## config.mk

```make
export PLATFORM = sky130hd
export DESIGN_NAME = alu_arbiter
export DESIGN_NICKNAME = d
export VERILOG_FILES = /design/src/rtl/alu_arbiter.sv
export SDC_FILE = /design/constraint.sdc
export NUM_CORES = 1
export LEC_CHECK = 0
export CAP_MARGIN = 30
export CORE_UTILIZATION = 55
export DETAILED_ROUTE_END_ITERATION = 10
export GPL_TIMING_DRIVEN = 0
export MAX_ROUTING_LAYER = met4
export PLACE_DENSITY_LB_ADDON = 0.25
export SLEW_MARGIN = 20
export SYNTH_ARGS = -nofsm -noshare
export SYNTH_HDL_FRONTEND = slang
export SYNTH_SLANG_ARGS = --single-unit
```

## constraint.sdc

```tcl
create_clock -name clk -period 5.8 [get_ports clk]
set_input_delay 0.58 -clock clk [delete_from_list [all_inputs] [get_ports clk]]
set_output_delay 0.58 -clock clk [all_outputs]
set_load 0.1 [all_outputs]
```

## src/rtl/alu_arbiter.sv

```systemverilog
// Two-requester front end sharing one 4-bit ALU: IDLE -> EXEC -> RESP, round-robin grant.
// Define ALU_ARB_FIXED_PRIO_EN for fixed priority (requester 0 wins ties).
// ALU flags: add C=carry, V=signed ovf; sub C=borrow, V=signed ovf; mul C=high nibble nonzero; others C=V=0.

module alu (
  input  logic [3:0] a_i,
  input  logic [3:0] b_i,
  input  logic [3:0] s_i,
  output logic [3:0] q_o,
  output logic       n_o,
  output logic       z_o,
  output logic       v_o,
  output logic       c_o
);
  logic [4:0] sum;
  logic [7:0] prod;

  always_comb begin
    sum  = 5'(a_i) + 5'(b_i);
    prod = 8'(a_i) * 8'(b_i);
    q_o  = 4'd0;
    v_o  = 1'b0;
    c_o  = 1'b0;
    case (s_i)
      4'd0: begin
        q_o = sum[3:0];
        c_o = sum[4];
        v_o = (a_i[3] == b_i[3]) && (sum[3] != a_i[3]);
      end
      4'd1: begin
        q_o = a_i - b_i;
        c_o = (a_i < b_i);
        v_o = (a_i[3] != b_i[3]) && (q_o[3] != a_i[3]);
      end
      4'd2: begin
        q_o = prod[3:0];
        c_o = |prod[7:4];
      end
      4'd3:    q_o = (b_i != 4'd0) ? a_i / b_i : 4'd0;
      4'd4:    q_o = (b_i != 4'd0) ? a_i % b_i : 4'd0;
      4'd5:    q_o = a_i & b_i;
      4'd6:    q_o = a_i | b_i;
      4'd7:    q_o = a_i ^ b_i;
      4'd8:    q_o = a_i << b_i;
      4'd9:    q_o = a_i >> b_i;
      default: q_o = 4'd0;
    endcase
    n_o = q_o[3];
    z_o = (q_o == 4'd0);
  end
endmodule

module alu_arbiter (
  input  logic       clk,
  input  logic       rst_n,
  input  logic       req0_valid_i,
  input  logic       req1_valid_i,
  output logic       req0_ready_o,
  output logic       req1_ready_o,
  input  logic [3:0] req0_a_i,
  input  logic [3:0] req0_b_i,
  input  logic [3:0] req1_a_i,
  input  logic [3:0] req1_b_i,
  input  logic [3:0] req0_op_i,
  input  logic [3:0] req1_op_i,
  output logic       rsp_valid_o,
  input  logic       rsp_ready_i,
  output logic       rsp_id_o,
  output logic [3:0] rsp_q_o,
  output logic [3:0] rsp_flags_o,
  output logic       rsp_err_o,
  output logic [7:0] op_count_o
);
  typedef enum logic [1:0] {IDLE, EXEC, RESP} state_t;

  state_t     state_q, state_d;
  logic       last_grant_q, last_grant_d;
  logic [3:0] a_q, a_d, b_q, b_d, op_q, op_d;
  logic       id_q, id_d;
  logic       rsp_valid_q, rsp_valid_d;
  logic       rsp_id_q, rsp_id_d;
  logic [3:0] rsp_q_q, rsp_q_d;
  logic [3:0] rsp_flags_q, rsp_flags_d;
  logic       rsp_err_q, rsp_err_d;
  logic [7:0] cnt_q, cnt_d;

  logic       any_valid, grant_id, op_err;
  logic [3:0] alu_q;
  logic       alu_n, alu_z, alu_v, alu_c;

  alu u_alu (
    .a_i(a_q), .b_i(b_q), .s_i(op_q),
    .q_o(alu_q), .n_o(alu_n), .z_o(alu_z), .v_o(alu_v), .c_o(alu_c)
  );

  assign any_valid = req0_valid_i | req1_valid_i;
`ifdef ALU_ARB_FIXED_PRIO_EN
  assign grant_id = ~req0_valid_i;
`else
  assign grant_id = (req0_valid_i & req1_valid_i) ? ~last_grant_q : req1_valid_i;
`endif

  // Ready is gated by rst_n so both stay low while reset is held.
  assign req0_ready_o = rst_n && (state_q == IDLE) && any_valid && !grant_id;
  assign req1_ready_o = rst_n && (state_q == IDLE) && any_valid && grant_id;

  assign op_err = (op_q >= 4'd10) || (((op_q == 4'd3) || (op_q == 4'd4)) && (b_q == 4'd0));

  always_comb begin
    state_d      = state_q;
    last_grant_d = last_grant_q;
    a_d          = a_q;
    b_d          = b_q;
    op_d         = op_q;
    id_d         = id_q;
    rsp_valid_d  = rsp_valid_q;
    rsp_id_d     = rsp_id_q;
    rsp_q_d      = rsp_q_q;
    rsp_flags_d  = rsp_flags_q;
    rsp_err_d    = rsp_err_q;
    cnt_d        = cnt_q;
    case (state_q)
      IDLE: begin
        if (any_valid) begin
          state_d      = EXEC;
          a_d          = grant_id ? req1_a_i : req0_a_i;
          b_d          = grant_id ? req1_b_i : req0_b_i;
          op_d         = grant_id ? req1_op_i : req0_op_i;
          id_d         = grant_id;
          last_grant_d = grant_id;
        end
      end
      EXEC: begin
        state_d     = RESP;
        rsp_valid_d = 1'b1;
        rsp_id_d    = id_q;
        rsp_err_d   = op_err;
        rsp_q_d     = op_err ? 4'd0 : alu_q;
        rsp_flags_d = op_err ? 4'b0100 : {alu_n, alu_z, alu_v, alu_c};
      end
      RESP: begin
        if (rsp_ready_i) begin
          state_d     = IDLE;
          rsp_valid_d = 1'b0;
          cnt_d       = cnt_q + 8'd1;
        end
      end
      default: state_d = IDLE;
    endcase
  end

  always_ff @(posedge clk or negedge rst_n) begin
    if (!rst_n) begin
      state_q      <= IDLE;
      last_grant_q <= 1'b1;
      a_q          <= 4'd0;
      b_q          <= 4'd0;
      op_q         <= 4'd0;
      id_q         <= 1'b0;
      rsp_valid_q  <= 1'b0;
      rsp_id_q     <= 1'b0;
      rsp_q_q      <= 4'd0;
      rsp_flags_q  <= 4'd0;
      rsp_err_q    <= 1'b0;
      cnt_q        <= 8'd0;
    end else begin
      state_q      <= state_d;
      last_grant_q <= last_grant_d;
      a_q          <= a_d;
      b_q          <= b_d;
      op_q         <= op_d;
      id_q         <= id_d;
      rsp_valid_q  <= rsp_valid_d;
      rsp_id_q     <= rsp_id_d;
      rsp_q_q      <= rsp_q_d;
      rsp_flags_q  <= rsp_flags_d;
      rsp_err_q    <= rsp_err_d;
      cnt_q        <= cnt_d;
    end
  end

  assign rsp_valid_o = rsp_valid_q;
  assign rsp_id_o    = rsp_id_q;
  assign rsp_q_o     = rsp_q_q;
  assign rsp_flags_o = rsp_flags_q;
  assign rsp_err_o   = rsp_err_q;
  assign op_count_o  = cnt_q;
endmodule

```

==> flow_summary.json, run 1 <==
{
  "cts_tree": "done",
  "setup_viol": 0,
  "cp_top_family": "compound AO/OA/AOI/OAI gates",
  "start_util_pct": 57.9,
  "grt_max_degree": 32,
  "fmax_mhz": 180,
  "drive_gt1_share_pct": 6.00,
  "synth_edf_count": 0,
  "final_nets": 506,
  "htreeDepth": 2,
  "clk_pin_slew_worst_paths_ps": 70,
  "synthTopCellsByArea": "dfrtp_1 25%, ha_1 15%, mux2i_1 6.2%",
  "gp_congestion": 0.965,
  "synth_flop_cell": "dfrtp_1",
  "synth_common_cells": "40 x nor2_1, 38 x ha_1, 33 x dfrtp_1",
  "synthCells": 375,
  "routed_via_density": 6.04,
  "cp_cell_sequence": "clkbuf_1 > inv_1 > ha_1 > or4b_1 > nand2_1 > a2bb2oi_1 > ha_1 > or4b_1 > a21oi_1 > o21bai_1 > inv_1 > ha_1 > nand2_1 > a21oi_1 > nor2_1 > a31oi_1 > o221ai_1 > a2111oi_1 > o2111a_1",
  "cts_setup_buffers": 0,
  "synth_fa_ha_area_share_pct": 19.0,
  "synth_top_family_by_area": "compound AO/OA/AOI/OAI gates",
  "crit_fanout": 10,
  "period_share_pct": 96.0,
  "synth-seq-cells": 34,
  "diodes": 0,
  "start_kind": "flip-flop",
  "fin_crit_ps": 5570,
  "async_flop_share_pct": 100,
  "grt_overflow": 0,
  "hpwlAfterDp_um": 6320,
  "die_h_um": 78.8,
  "arrival_ps": 5800,
  "syn_area_per_cell_sq_um": 8.66,
  "io_pins": 50,
  "synth_fp_nets": 449,
  "path_common_cell": "ha_1",
  "slew_headroom_pct": 32.7,
  "cap_violations": 0,
  "worst_pin_slew_ps": 1010,
  "grt_use_total_pct": 29.0,
  "synthXorXnorAreaFrac_pct": 4.05,
  "yosys_warnings": 0,
  "finalMaxSlewViolations": 0,
  "die_x_um": 78.8,
  "grt_pass1_vias": 3045,
  "cts_hold_buf": 0,
  "critPathMaxStageDelay_ps": 670,
  "dieArea_sq_um": 6210,
  "antenna_found_initial": 0,
  "placementRows": 27,
  "crit_path_top_delay_cell": "dfrtp_1",
  "hold_viol": 0,
  "grt_first_pass_wirelength_um": 13800,
  "setup.worst_path.class": "reg2reg",
  "ant_nets": 0,
  "syn-cell-area_sq_um": 3250,
  "ys_types": 60,
  "port_buffers": 49,
  "rsz0062_at_grt": "false",
  "routedWlPerCell_um": 15.9,
  "drtPass1Iterations": 5,
  "synth_top_area_cell": "dfrtp_1",
  "synth-simple-area-share_pct": 16.0,
  "cts_sinks": 34,
  "tns_ps": 0,
  "cts-resized-gates": 0,
  "synth_top_area_share_pct": 25.4,
  "critPathRequiredTime_ps": 6030,
  "crit_path_end_kind": "flip-flop",
  "drt_iter0_drc": 238,
  "hp-class": "in2async",
  "synth.most_common_cell": "nor2_1",
  "drcViolationCount": 0,
  "fin_worst_skew_ps": 7.71,
  "yosysSeqAreaShare_pct": 26.2,
  "cts_inserted_buffers": 5,
  "synth-compound-area-share_pct": 21.5,
  "synthMuxAreaShare_pct": 7.21,
  "cts_root_buf": "clkbuf_8",
  "crit_buf_inv": 3,
  "status": "complete, no violations",
  "syn_to_final_growth_pct": 21.7,
  "whs_ps": 107,
  "totalWireLength_um": 8010,
  "core_sq_um": 5610,
  "cts_buffer_depth": 2,
  "fillers": 465,
  "clk_latency_ps": 290,
  "vias": 3050
}
## cell families after synthesis
group                    after synthesis
XOR/XNOR                              15
AND/OR/NAND/NOR                      106
AO/OA/AOI/OAI                        104
flip-flops                            34
multiplexers                          23
adder cells (fa/ha/maj)               45
buffers and inverters                 48
## per-layer routing
metal	vias up	wire length (um)	global-route usage [%]	share of wire, %
met5	-	0	-	0
met4	0	189	10.5	2.4
met3	19	474	4.25	5.9
met2	125	3870	48.2	48
met1	1463	3470	36.1	43
li1	1443	-	-	-
## placed cells by master (no fill, tap or decap), drive strengths merged, types with 3 or more instances in the layout
cell type,n
clkdlybuf4s50,48
nor2,40
ha,38
dfrtp,33
a21oi,32
inv,29
nand2,26
mux2i,20
o21ai,19
clkbuf,15
xnor2,11
nand2b,10
buf,9
fa,7
o31ai,6
nand3,6
nor3,6
o22ai,5
a31oi,5
a21o,4
a2bb2oi,4
a32o,4
xor2,4
clkinv,4
o21a,3
mux2,3
nor2b,3
a211oi,3
or4b,3
## sequential cells by signal, indices dropped and copies added, names as in the netlist, 2 cells and up
name	cells
rsp_q_o	4
op_count_o	8
a_q	4
state_q	2
b_q	4
op_q	4
rsp_flags_o	3
## worst paths after layout
path                                   to        from  slack (ps)  depth (start not counted)
min                            rsp_q_o[3]       rst_n         110                          1
min in group clk               rsp_q_o[2]  rsp_q_o[2]         480                          2
min reg2reg                    rsp_q_o[2]  rsp_q_o[2]         480                          2
max in group asynchronous    last_grant_q       rst_n        5230                          2
max                        rsp_flags_o[2]      b_q[1]         230                         19
max reg2reg                rsp_flags_o[2]      b_q[1]         230                         19
## metrics by stage
stage | utilization, % | setup slack (ps) | cell area, sq um | instances
2_1_floorplan | - | 991 | 3250 | 375
3_3_place_gp | 68.3 | 446 | 3830 | 496
3_5_place_dp | 68.5 | 308 | 3840 | 497
4_1_cts | 70.5 | 274 | 3950 | 505
5_1_grt | 70.5 | 25.9 | 3950 | 505
6_report | 70.5 | 231 | 3950 | 505
## cell type report
class	instances	area [sq um]	area share, %
buffer	17	78.8	1.99
clock inverter	3	40.0	1.01
timing repair buffer	50	505	12.8
multi-input combinational	293	2200	55.7
sequential	34	852	21.6
clock buffer	5	68.8	1.74
inverter	31	116	2.94
tap	72	90.1	2.28
Power of run 1 is left out: the tool's default activity adds up to more than one toggle a clock period on the data nets, which glitch-free logic cannot reach.
==> inputs of run 2 (changes only) <==
--- a/config.mk
+++ b/config.mk
@@ -9,7 +9,6 @@
 export CORE_UTILIZATION = 55
 export DETAILED_ROUTE_END_ITERATION = 10
 export GPL_TIMING_DRIVEN = 0
-export MAX_ROUTING_LAYER = met4
 export PLACE_DENSITY_LB_ADDON = 0.25
 export SLEW_MARGIN = 20
 export SYNTH_ARGS = -nofsm -noshare
==> run 2 against run 1 <==
Compared with the run above:
- non-clock buffer count did not move
- setup slack better by 80 ps
- hold slack got worse by 8.3 ps
- design area fell by 0.28%
- wire length fell by 0.77%
- die area did not move
- largest cell class unchanged
==> flow_summary.json, run 2 (synthesis results as in run 1) <==
{
  "crit_buf_inv": 2,
  "cts_buffer_depth": 2,
  "cts_hold_buf": 0,
  "slew_headroom_pct": 33.5,
  "cp.depth": 21,
  "routed_via_density": 5.83,
  "clk_latency_ps": 280,
  "cts_sinks": 34,
  "cp_cell_sequence": "inv_2 > ha_1 > nor4b_1 > a2bb2oi_1 > ha_1 > or4b_1 > nand2_1 > a2bb2oi_1 > ha_1 > or4b_1 > a21oi_1 > o21bai_1 > inv_1 > ha_1 > nand2_1 > a21oi_1 > nor2_1 > a31oi_1 > o221ai_1 > a2111oi_1 > o2111a_1",
  "die_x_um": 78.8,
  "totalWireLength_um": 7950,
  "path_common_cell": "ha_1",
  "dieArea_sq_um": 6210,
  "syn_to_final_growth_pct": 21.3,
  "layout_common_cells": "48 x clkdlybuf4s50_1, 40 x nor2_1, 38 x ha_1",
  "worst_pin_slew_ps": 994,
  "crit_path_end_kind": "flip-flop",
  "hpwlAfterDp_um": 6160,
  "setup.worst_path.class": "reg2reg",
  "drcViolationCount": 0,
  "grt_overflow": 0,
  "drt_iter0_drc": 227,
  "final_nets": 506,
  "tns_ps": 0,
  "start_kind": "flip-flop",
  "rrSetupSlack_ps": 310,
  "fmax_mhz": 182,
  "timing.rr.start": "b_q[0]",
  "cts_inserted_buffers": 5,
  "ant_nets": 0,
  "status": "complete, no violations",
  "diodes": 0,
  "hold_viol": 0,
  "port_buffers": 49,
  "grt_max_degree": 33,
  "fin_crit_ps": 5490,
  "cp_top_family": "compound AO/OA/AOI/OAI gates",
  "drtPass1Iterations": 5,
  "crit_end": "rsp_flags_o[2]",
  "io_pins": 50,
  "crit_fanout": 10,
  "die_h_um": 78.8,
  "grt_first_pass_wirelength_um": 13500,
  "rr_endpoint": "rsp_flags_o[2]",
  "cap_violations": 0,
  "largest_reg_flops": 8,
  "drive_gt1_share_pct": 6.47,
  "routedWlPerCell_um": 15.7,
  "rsz0062_at_grt": "false",
  "fin_worst_skew_ps": 8.20,
  "crit_path_top_delay_cell": "dfrtp_2",
  "mostFrequentLayoutCell": "clkdlybuf4s50_1",
  "antenna_found_initial": 0,
  "startpoint": "b_q[0]",
  "cts_root_buf": "clkbuf_8",
  "cts_tree": "done",
  "core_sq_um": 5610,
  "clk_pin_slew_worst_paths_ps": 70,
  "gp_congestion": 0.943,
  "finalMaxSlewViolations": 0,
  "ff2ff_path_depth": 21,
  "vias": 2942,
  "setup_viol": 0,
  "grt_use_total_pct": 27.8,
  "critPathMaxStageDelay_ps": 510,
  "hp-class": "in2async",
  "grt_pass1_vias": 2852,
  "start_util_pct": 57.9,
  "arrival_ps": 5720,
  "htreeDepth": 2,
  "period_share_pct": 94.6,
  "critPathRequiredTime_ps": 6030,
  "placementRows": 27
}
==> run 2: changes by cell type in the layout (fill, tap and decap cells not counted), sizes merged <==
cell,previous run,this run
clkinvlp,0,1
clkbuf,15,16
clkinv,4,3
bufinv,1,0
==> run 2: routing by layer <==
| layer | global-route usage [%] | vias to the layer above | routed length [um] |
|---|---|---|---|
| met1 | 37.6 | 1370 | 3610 |
| li1 | - | 1456 | - |
| met2 | 46.9 | 106 | 3880 |
| met3 | 3.56 | 10 | 359 |
| met5 | 0 | - | 0 |
| met4 | 7.09 | 0 | 95 |
==> run 2: how the worst min path moves through the flow <==
stage,start,end,depth (start not counted)
6_report,rst_n,rsp_q_o[1],1
3_3_place_gp,rsp_q_o[2],rsp_q_o[2],2
2_1_floorplan,rst_n,a_q[0],0
3_5_place_dp,rst_n,rsp_q_o[1],1
5_1_grt,rst_n,rsp_q_o[1],1
4_1_cts,rst_n,rsp_q_o[1],1
==> run 2: area by class of cell <==
type,count,area [sq um]
Multi-Input combinational cell,293,2200
Sequential cell,34,855
Inverter,31,116
Timing Repair Buffer,50,505
Clock buffer,6,82.6
Clock inverter,2,12.5
Tap cell,72,90.1
Fill cell,457,1670
Buffer,17,78.8
==> run 2: worst register-to-register path, delay by kind of cell, from the launching register on <==
kind / cells / cell delay [ps]
buffers and inverters: 2 / 240
adder cells (fa/ha/maj): 4 / 1170
flip-flops: 1 / 510
AO/OA/AOI/OAI: 9 / 1940
AND/OR/NAND/NOR: 6 / 1560
==> run 2: what timing repair did <==
item / CTS / global route
buffers inserted: 0 / 0
setup endpoints to repair: 0 / 1
resized for setup: 0 / 3
==> run 2: stage by stage <==
step	instance area, sq um	hold WS, ps	util, %	instances	setup slack (ps)
after global routing	3940	95.1	70.3	505	77.1
after floorplan	3250	284	-	375	991
final	3940	98.6	70.3	505	310
after CTS	3940	95.6	70.2	505	189
after detailed placement	3840	407	68.5	497	244
after global placement	3830	453	68.3	496	437
Power of run 2 is left out for the same reason.
==> inputs of run 3 (changes only) <==
--- a/config.mk
+++ b/config.mk
@@ -8,9 +8,11 @@
 export CAP_MARGIN = 30
 export CORE_UTILIZATION = 55
 export DETAILED_ROUTE_END_ITERATION = 10
+export GPL_ROUTABILITY_DRIVEN = 1
 export GPL_TIMING_DRIVEN = 0
 export PLACE_DENSITY_LB_ADDON = 0.25
 export SLEW_MARGIN = 20
 export SYNTH_ARGS = -nofsm -noshare
 export SYNTH_HDL_FRONTEND = slang
 export SYNTH_SLANG_ARGS = --single-unit
+export TNS_END_PERCENT = 30
==> results of run 3 <==
Final layout, timing and power as in run 2 (identical DEF).
Power of run 3 is left out for the same reason.
